[config.mk]
export PLATFORM = sky130hd
export DESIGN_NAME = rr_arbiter8_flat
export DESIGN_NICKNAME = d
export VERILOG_FILES = /design/src/rtl/rr_arbiter8_if.sv /design/src/rtl/rr_arbiter8.sv /design/src/flat_wrapper.sv
export SDC_FILE = /design/constraint.sdc
export NUM_CORES = 1
export LEC_CHECK = 0
export BUFFER_PORTS_ARGS = -buffer_cell sky130_fd_sc_hd__buf_2
export CORE_MARGIN = 2
export CORE_UTILIZATION = 63
export CTS_BUF_LIST = sky130_fd_sc_hd__clkbuf_8
export DETAILED_ROUTE_END_ITERATION = 6
export MAX_ROUTING_LAYER = met4
export PLACE_DENSITY = 0.83
export SYNTH_ARGS = -nofsm -noshare
export SYNTH_HDL_FRONTEND = slang
export SYNTH_SLANG_ARGS = --single-unit
[constraint.sdc]
create_clock -name clk -period 4.15 [get_ports clk]
set_clock_uncertainty 0.1 [all_clocks]
set_input_delay 0.6225 -clock clk [delete_from_list [all_inputs] [get_ports clk]]
set_output_delay 0.6225 -clock clk [all_outputs]
set_load 0.1 [all_outputs]
[src/rtl/rr_arbiter8_if.sv]
// rtl/rr_arbiter8_if.sv - request/grant bundle between requesters and rr_arbiter8
interface rr_arbiter8_if;
  logic [7:0] req;
  logic       done;
  logic [7:0] gnt;
  logic [2:0] sel;
  logic       busy;
  logic       preempt;

  modport master (
    output req,
    output done,
    input  gnt,
    input  sel,
    input  busy,
    input  preempt
  );

  modport slave (
    input  req,
    input  done,
    output gnt,
    output sel,
    output busy,
    output preempt
  );
endinterface

[src/rtl/rr_arbiter8.sv]
// rtl/rr_arbiter8.sv - 8-way round-robin arbiter with release handshake and hold-time preemption
module rr_arbiter8 #(
  parameter int MaxHold = 16
) (
  input  logic          clk,
  input  logic          rst_n,
  rr_arbiter8_if.slave  bus
);

  localparam logic [0:0] IDLE  = 1'b0;
  localparam logic [0:0] GRANT = 1'b1;

  localparam logic [7:0] HoldLast = (MaxHold == 0) ? 8'd0 : 8'(MaxHold - 1);

  logic [0:0] state_q, state_d;
  logic [7:0] gnt_q, gnt_d;
  logic [2:0] sel_q, sel_d;
  logic [2:0] ptr_q, ptr_d;
  logic [7:0] hold_q, hold_d;
  logic       pre_q, pre_d;

  logic [7:0] others;
  logic       owner_req;
  logic       limit_hit;
  logic       release_now;
  logic [3:0] win_idle;
  logic [3:0] win_other;

  // Returns {found, index} of the first set bit scanning p+1 .. p+8 (mod 8).
  function automatic logic [3:0] pick(input logic [7:0] r, input logic [2:0] p);
    logic [3:0] res;
    logic [2:0] k;
    res = 4'd0;
    for (int i = 1; i <= 8; i++) begin
      k = p + 3'(i);
      if (!res[3] && r[k]) res = {1'b1, k};
    end
    return res;
  endfunction

  always_comb begin
    others      = bus.req & ~gnt_q;
    owner_req   = bus.req[sel_q];
    limit_hit   = (MaxHold != 0) && (hold_q == HoldLast) && (others != 8'd0);
    release_now = bus.done || !owner_req || limit_hit;
    win_idle    = pick(bus.req, ptr_q);
    win_other   = pick(others, sel_q);

    state_d = state_q;
    gnt_d   = gnt_q;
    sel_d   = sel_q;
    ptr_d   = ptr_q;
    hold_d  = hold_q;
    pre_d   = 1'b0;

    case (state_q)
      IDLE: begin
        if (win_idle[3]) begin
          state_d = GRANT;
          gnt_d   = 8'b1 << win_idle[2:0];
          sel_d   = win_idle[2:0];
          hold_d  = 8'd0;
        end
      end
      GRANT: begin
        if (release_now) begin
          ptr_d = sel_q;
          if (win_other[3]) begin
            gnt_d  = 8'b1 << win_other[2:0];
            sel_d  = win_other[2:0];
            hold_d = 8'd0;
            // Only a pure hold-limit revocation is flagged as preemption.
            pre_d  = limit_hit && !bus.done && owner_req;
          end else if (owner_req) begin
            hold_d = 8'd0;
          end else begin
            state_d = IDLE;
            gnt_d   = 8'd0;
          end
        end else if (hold_q != HoldLast) begin
          hold_d = hold_q + 8'd1;
        end
      end
      default: begin
        state_d = IDLE;
        gnt_d   = 8'd0;
      end
    endcase
  end

  always_ff @(posedge clk or negedge rst_n) begin
    if (!rst_n) begin
      state_q <= IDLE;
      gnt_q   <= 8'd0;
      sel_q   <= 3'd0;
      ptr_q   <= 3'd7;
      hold_q  <= 8'd0;
      pre_q   <= 1'b0;
    end else begin
      state_q <= state_d;
      gnt_q   <= gnt_d;
      sel_q   <= sel_d;
      ptr_q   <= ptr_d;
      hold_q  <= hold_d;
      pre_q   <= pre_d;
    end
  end

  assign bus.gnt     = gnt_q;
  assign bus.sel     = sel_q;
  assign bus.busy    = |gnt_q;
  assign bus.preempt = pre_q;

endmodule

[src/flat_wrapper.sv]
// flat-port wrapper written by rule: the top's interface ports become plain ports
module rr_arbiter8_flat 
#(
  parameter int MaxHold = 16
)
  (clk, rst_n, bus_req, bus_done, bus_gnt, bus_sel, bus_busy, bus_preempt);
  rr_arbiter8_if bus_i ();
  input  logic clk;
  input  logic rst_n;
  input wire logic [$bits(bus_i.req)-1:0] bus_req;
  input wire logic [$bits(bus_i.done)-1:0] bus_done;
  output wire logic [$bits(bus_i.gnt)-1:0] bus_gnt;
  output wire logic [$bits(bus_i.sel)-1:0] bus_sel;
  output wire logic [$bits(bus_i.busy)-1:0] bus_busy;
  output wire logic [$bits(bus_i.preempt)-1:0] bus_preempt;
  assign bus_i.req = bus_req;
  assign bus_i.done = bus_done;
  assign bus_gnt = bus_i.gnt;
  assign bus_sel = bus_i.sel;
  assign bus_busy = bus_i.busy;
  assign bus_preempt = bus_i.preempt;
  rr_arbiter8 #(.MaxHold(MaxHold)) u_core (.clk(clk), .rst_n(rst_n), .bus(bus_i));
endmodule
==> flow_metrics.py, run 1 <==
metrics = {
    "routing": {
        "num_vias": 3093,
        "drt_iter0_markers": 281,
        "drc_errors": 0,
        "wl_per_cell_um": 20.5,
        "ant_nets": 0,
        "routed_via_density": 7.18,
        "routed_wl_um": 8840,
        "dr.pass1.iters": 5,
    },
    "clocking": {
        "clockRootBuffer": "clkbuf_8",
        "cts_tree": "done",
        "post_cts_resized": 0,
        "cts_setup_buffers": 0,
        "cts_buffers": 3,
        "ctsHoldBuffers": 0,
        "clkTransAtPathRegs_ps": 90,
        "cts_sinks": 24,
        "clk_latency_ps": 270,
        "cts_max_path_buffers": 2,
        "htreeDepth": 1,
    },
    "cells_and_area": {
        "final_cell_mix": "nand2_1, nor2_1, mux2i_1",
        "multi_input_area_um2": 2470,
        "nets": 378,
        "antennaDiodeCount": 0,
        "final_common_cell": "nand2_1",
        "drive_gt1_share_pct": 29.6,
        "fill_cells": 414,
        "seqCellArea_um2": 604,
        "area_growth_pct": 5.41,
    },
    "yosys": {
        "yosysSeqAreaShare_pct": 18.5,
        "synth_async_sr_flop_share_pct": 100,
        "syn_area_um2": 3260,
        "avgSynthCellArea_um2": 9.23,
        "synthCells": 353,
        "synth-edff-count": 0,
        "ys_ff_latch": 24,
        "synth.distinct_cells": 78,
        "yosys_warnings": 0,
        "synth_fp_nets": 369,
        "ys.flop_type": "dfrtp_1",
    },
    "sta": {
        "tns_ps": 0,
        "setup_viol": 0,
        "worst_pin_slew_ps": 767,
        "clock.fmax_mhz": 254,
        "fin_crit_sh_pct": 94.8,
        "period_minus_slack_ps": 3930,
        "slew_viol_final": 0,
        "hold_viol": 0,
        "rsz0062_at_grt": "false",
        "maxSlewHeadroom_pct": 48.6,
    },
    "critical_path": {
        "required_ps": 4200,
        "crit_fanout": 12,
        "cp.arrival_ps": 3980,
        "critical_path_class": "reg -> reg",
        "start_kind": "flip-flop",
        "worst_setup_path_end_kind": "flip-flop",
    },
    "run": {
        "cap_viol_max_count": 0,
    },
    "die": {
        "coreArea_um2": 5040,
        "num_rows": 26,
        "pin_count": 24,
        "initial_core_util_pct": 64.6,
        "die_w_um": 75.9,
        "die_area_um2": 5760,
        "fp.dieH_um": 75.9,
    },
    "global_routing": {
        "grt_usage_pct": 32.2,
        "gr-total-overflow": 0,
        "grt_pass1_vias": 2950,
        "antenna_found_initial": 0,
        "grt_max_degree": 25,
        "grt_first_pass_wirelength_um": 14700,
    },
    "placement": {
        "port_buffers": 23,
        "place_hpwl_um": 6680,
        "gp_congestion": 1.06,
    },
    "outcome": {
        "status": "completed",
    },
    "min_path": {
        "hp-class": "in -> async",
    },
}
worst max-delay path, cell delays in order, from the launching register on:
cell and delay (ps):
dfstp_2 680, inv_2 130, ha_1 590, mux4_2 610, nor2_1 190, nand4_1 210
nor3_2 400, inv_1 120, a21oi_2 220, a31o_2 260, nand2b_1 180, o221ai_1 110
synthesized netlist by cell type, types with 6 or more instances:
cell type	count	area [um^2]
a21oi_1	6	30.0
mux4_2	20	450
xor2_1	7	61.3
clkbuf_1	10	37.5
nand2_1	34	128
mux2i_1	25	250
buf_2	6	30.0
nor2_1	26	97.6
nand4_1	6	37.5
o22ai_1	8	50.1
o21ai_0	15	75.1
dfrtp_1	21	526
a32oi_1	6	52.6
inv_1	12	45.0
nand3_1	7	35.0
mux2_2	15	169
nand2b_1	10	62.6
stage by stage:
stage	instances	util (%)	setup slack, ps	cell area, um^2	hold WS, ps
final	431	68.1	218	3440	224
after global routing	431	68.1	51.7	3440	266
after CTS	431	68.1	336	3440	239
after detailed placement	427	66.7	362	3360	453
after global placement	427	66.7	496	3360	429
after floorplan	353	-	182	3260	227
registers in the layout (all words and copies together) (netlist names):
signal and cells:
u_core.bus.gnt 8, u_core.hold_q 8, u_core.bus.sel 3, u_core.ptr_q 3, u_core.bus.preempt 1, u_core.state_q 1
layout make-up:
type	instances	share of cell area (%)
clock inverter	1	0.874
sequential	24	17.6
multi-input combinational	291	72.0
clock buffer	3	1.20
tap	70	2.55
inverter	16	1.82
timing repair buffer	26	4.01
logic make-up (layout without fill, tap and decap cells):
family | count (synthesis) | after routing | share of synthesized area, %
adders and majority gates | 5 | 5 | 1.92
buffers and inverters | 38 | 46 | 5.60
xor gates and xnor gates | 9 | 9 | 2.65
DFF | 24 | 24 | 18.5
muxes | 66 | 66 | 30.2
and+or+nand+nor | 132 | 132 | 22.8
AOI/OAI and AO/OA | 79 | 79 | 18.3
layer usage:
metal | GRT usage [%] | vias up | wire (um)
li1 | - | 1367 | -
met1 | 45.1 | 1489 | 3620
met2 | 49.6 | 210 | 4050
met3 | 6.31 | 27 | 996
met4 | 6.55 | 0 | 178
met5 | - | - | 0
final timing paths:
check	start	end	slack, ps	cells after the start
worst min-delay path	rst_n	u_core.hold_q[2]	220	1
worst max-delay path	u_core.ptr_q[1]	u_core.bus.gnt[5]	220	11
worst max register to register	u_core.ptr_q[1]	u_core.bus.gnt[5]	220	11
max in group asynchronous	rst_n	u_core.ptr_q[2]	3360	1
min in group clk	u_core.hold_q[7]	u_core.hold_q[7]	470	2
worst min register to register	u_core.hold_q[7]	u_core.hold_q[7]	470	2
Power of run 1 is not shown: default switching activity piles up to over one toggle a cycle in this logic, so the estimate is an artifact.
==> inputs of run 2 (changes only) <==
--- a/config.mk
+++ b/config.mk
@@ -5,6 +5,7 @@
 export SDC_FILE = /design/constraint.sdc
 export NUM_CORES = 1
 export LEC_CHECK = 0
+export ABC_AREA = 1
 export BUFFER_PORTS_ARGS = -buffer_cell sky130_fd_sc_hd__buf_2
 export CORE_MARGIN = 2
 export CORE_UTILIZATION = 63
==> flow_metrics.py, run 2 <==
metrics = {
    "outcome": {
        "status": "completed",
    },
    "die": {
        "coreArea_um2": 4720,
        "pin_count": 24,
        "die_area_um2": 5440,
        "fp.dieH_um": 73.8,
        "initial_core_util_pct": 64.9,
        "die_w_um": 73.8,
        "num_rows": 25,
    },
    "sta": {
        "worst_pin_slew_ps": 547,
        "fin_crit_sh_pct": 81.2,
        "hold_viol": 0,
        "whs_ps": 225,
        "setup_viol": 0,
        "tns_ps": 0,
        "slew_viol_final": 0,
        "rsz0062_at_grt": "false",
        "clock.fmax_mhz": 297,
        "period_minus_slack_ps": 3370,
        "maxSlewHeadroom_pct": 63.5,
    },
    "clocking": {
        "clockRootBuffer": "clkbuf_8",
        "post_cts_resized": 0,
        "clk_latency_ps": 270,
        "cts_buffers": 3,
        "htreeDepth": 1,
        "cts_max_path_buffers": 2,
        "ctsHoldBuffers": 0,
        "cts_sinks": 24,
        "cts_tree": "done",
        "cts_setup_buffers": 0,
        "clkTransAtPathRegs_ps": 80,
    },
    "yosys": {
        "synth-edff-count": 0,
        "muxShareOfSynthArea_pct": 0,
        "synth_xor_area_share_pct": 2.86,
        "synth-simple-area-share_pct": 57.0,
        "synth_top_family_by_area": "simple AND/OR/NAND/NOR gates",
        "synthAdderAreaFrac_pct": 2.04,
        "ys_ff_latch": 24,
        "avgSynthCellArea_um2": 6.34,
        "synth.largest_area_cell": "nand2_1",
        "ys_top_cells_by_count": "nand2_1, nand3_1, inv_1",
        "synthDominantCellAreaShare_pct": 18.5,
        "ys.flop_type": "dfrtp_1",
        "synth_async_sr_flop_share_pct": 100,
        "synthCells": 484,
        "synth_compound_area_share_pct": 7.71,
        "synth_fp_nets": 500,
        "syn_area_um2": 3070,
        "synthTopCellsByArea": "nand2_1, dfrtp_1, nand3_1",
        "synth.distinct_cells": 44,
        "synth.most_common_cell": "nand2_1",
        "yosysSeqAreaShare_pct": 19.7,
        "yosys_warnings": 0,
    },
    "critical_path": {
        "cp.arrival_ps": 3480,
        "critical_path_class": "reg -> reg",
        "start_kind": "flip-flop",
        "worst_setup_path_end_kind": "flip-flop",
        "required_ps": 4260,
        "crit_fanout": 16,
    },
    "cells_and_area": {
        "final_common_cell": "nand2_1",
        "drive_gt1_share_pct": 22.7,
        "final_cell_mix": "nand2_1, nand3_1, inv_1",
        "area_growth_pct": 6.04,
        "fill_cells": 421,
        "nets": 520,
        "fin_cells": 570,
        "final_cell_area_um2": 3250,
        "antennaDiodeCount": 0,
    },
    "routing": {
        "dr.pass1.iters": 6,
        "drt_iter0_markers": 328,
        "routed_wl_um": 7810,
        "ant_nets": 0,
        "routed_via_density": 5.63,
        "drc_errors": 0,
        "wl_per_cell_um": 13.7,
        "num_vias": 3207,
    },
    "global_routing": {
        "grt_first_pass_wirelength_um": 13200,
        "grt_pass1_vias": 2873,
        "grt_max_degree": 25,
        "gr-total-overflow": 0,
        "antenna_found_initial": 0,
        "grt_usage_pct": 31.3,
    },
    "placement": {
        "place_hpwl_um": 6130,
        "gp_congestion": 1.03,
        "port_buffers": 23,
        "place_area_um2": 3200,
        "dp.cells": 566,
    },
    "run": {
        "cap_viol_max_count": 0,
    },
    "min_path": {
        "hp-class": "in -> async",
    },
}
## run 2: final timing paths
path | start | to | slack [ps] | cells past startpoint
setup / recovery | u_core.bus.sel[0] | u_core.bus.gnt[7] | 780 | 17
hold / removal | rst_n | u_core.hold_q[2] | 220 | 1
setup reg to reg | u_core.bus.sel[0] | u_core.bus.gnt[7] | 780 | 17
hold reg to reg | u_core.hold_q[2] | u_core.hold_q[2] | 390 | 1
max in group asynchronous | rst_n | u_core.ptr_q[1] | 3360 | 1
min in group clk | u_core.hold_q[2] | u_core.hold_q[2] | 390 | 1
## run 2: kinds of logic (layout without fill, tap and decap cells)
| logic type | Yosys count | count (layout) |
|---|---|---|
| AND/OR/NAND/NOR | 335 | 335 |
| XOR/XNOR | 7 | 7 |
| AO/OA/AOI/OAI | 37 | 37 |
| adder cells (fa/ha/maj) | 5 | 5 |
| buffers and inverters | 76 | 95 |
| flip-flops | 24 | 24 |
## run 2: metrics by stage
step / utilization, % / setup slack (ps)
2_1_floorplan: - / 865
3_3_place_gp: 67.7 / 945
3_5_place_dp: 67.7 / 850
4_1_cts: 68.8 / 821
5_1_grt: 68.8 / 520
6_report: 68.8 / 779
## run 2: final cells by class
cell class | instances | area, um^2 | share of cell area (%)
Tap cell | 67 | 83.8 | 2.58
Sequential cell | 24 | 604 | 18.6
Timing Repair Buffer | 23 | 115 | 3.54
Multi-Input combinational cell | 384 | 2130 | 65.6
Inverter | 68 | 260 | 8.00
Clock buffer | 4 | 55.1 | 1.69
## run 2: worst max-delay path, cell delays in order, from the launching register on
cell and delay, ps:
dfrtp_1 690, inv_2 280, ha_1 500, inv_2 170
nand3_1 190, nand3_2 150, nand2_4 70, nor2_8 150
nand4_4 120, nor2_4 150, nand3_1 110, nand3_2 160
nand2_1 90, inv_2 110, nand3_1 80, nand2_1 80
nand2_1 50, nand2_1 50
## run 2: layer usage
layer  wire length (um)  global-route usage, %
met5                  0                      -
met4                104                   8.48
met3                598                   4.12
met2               3620                   49.4
met1               3480                   42.1
Power of run 2 is left out for the same reason.
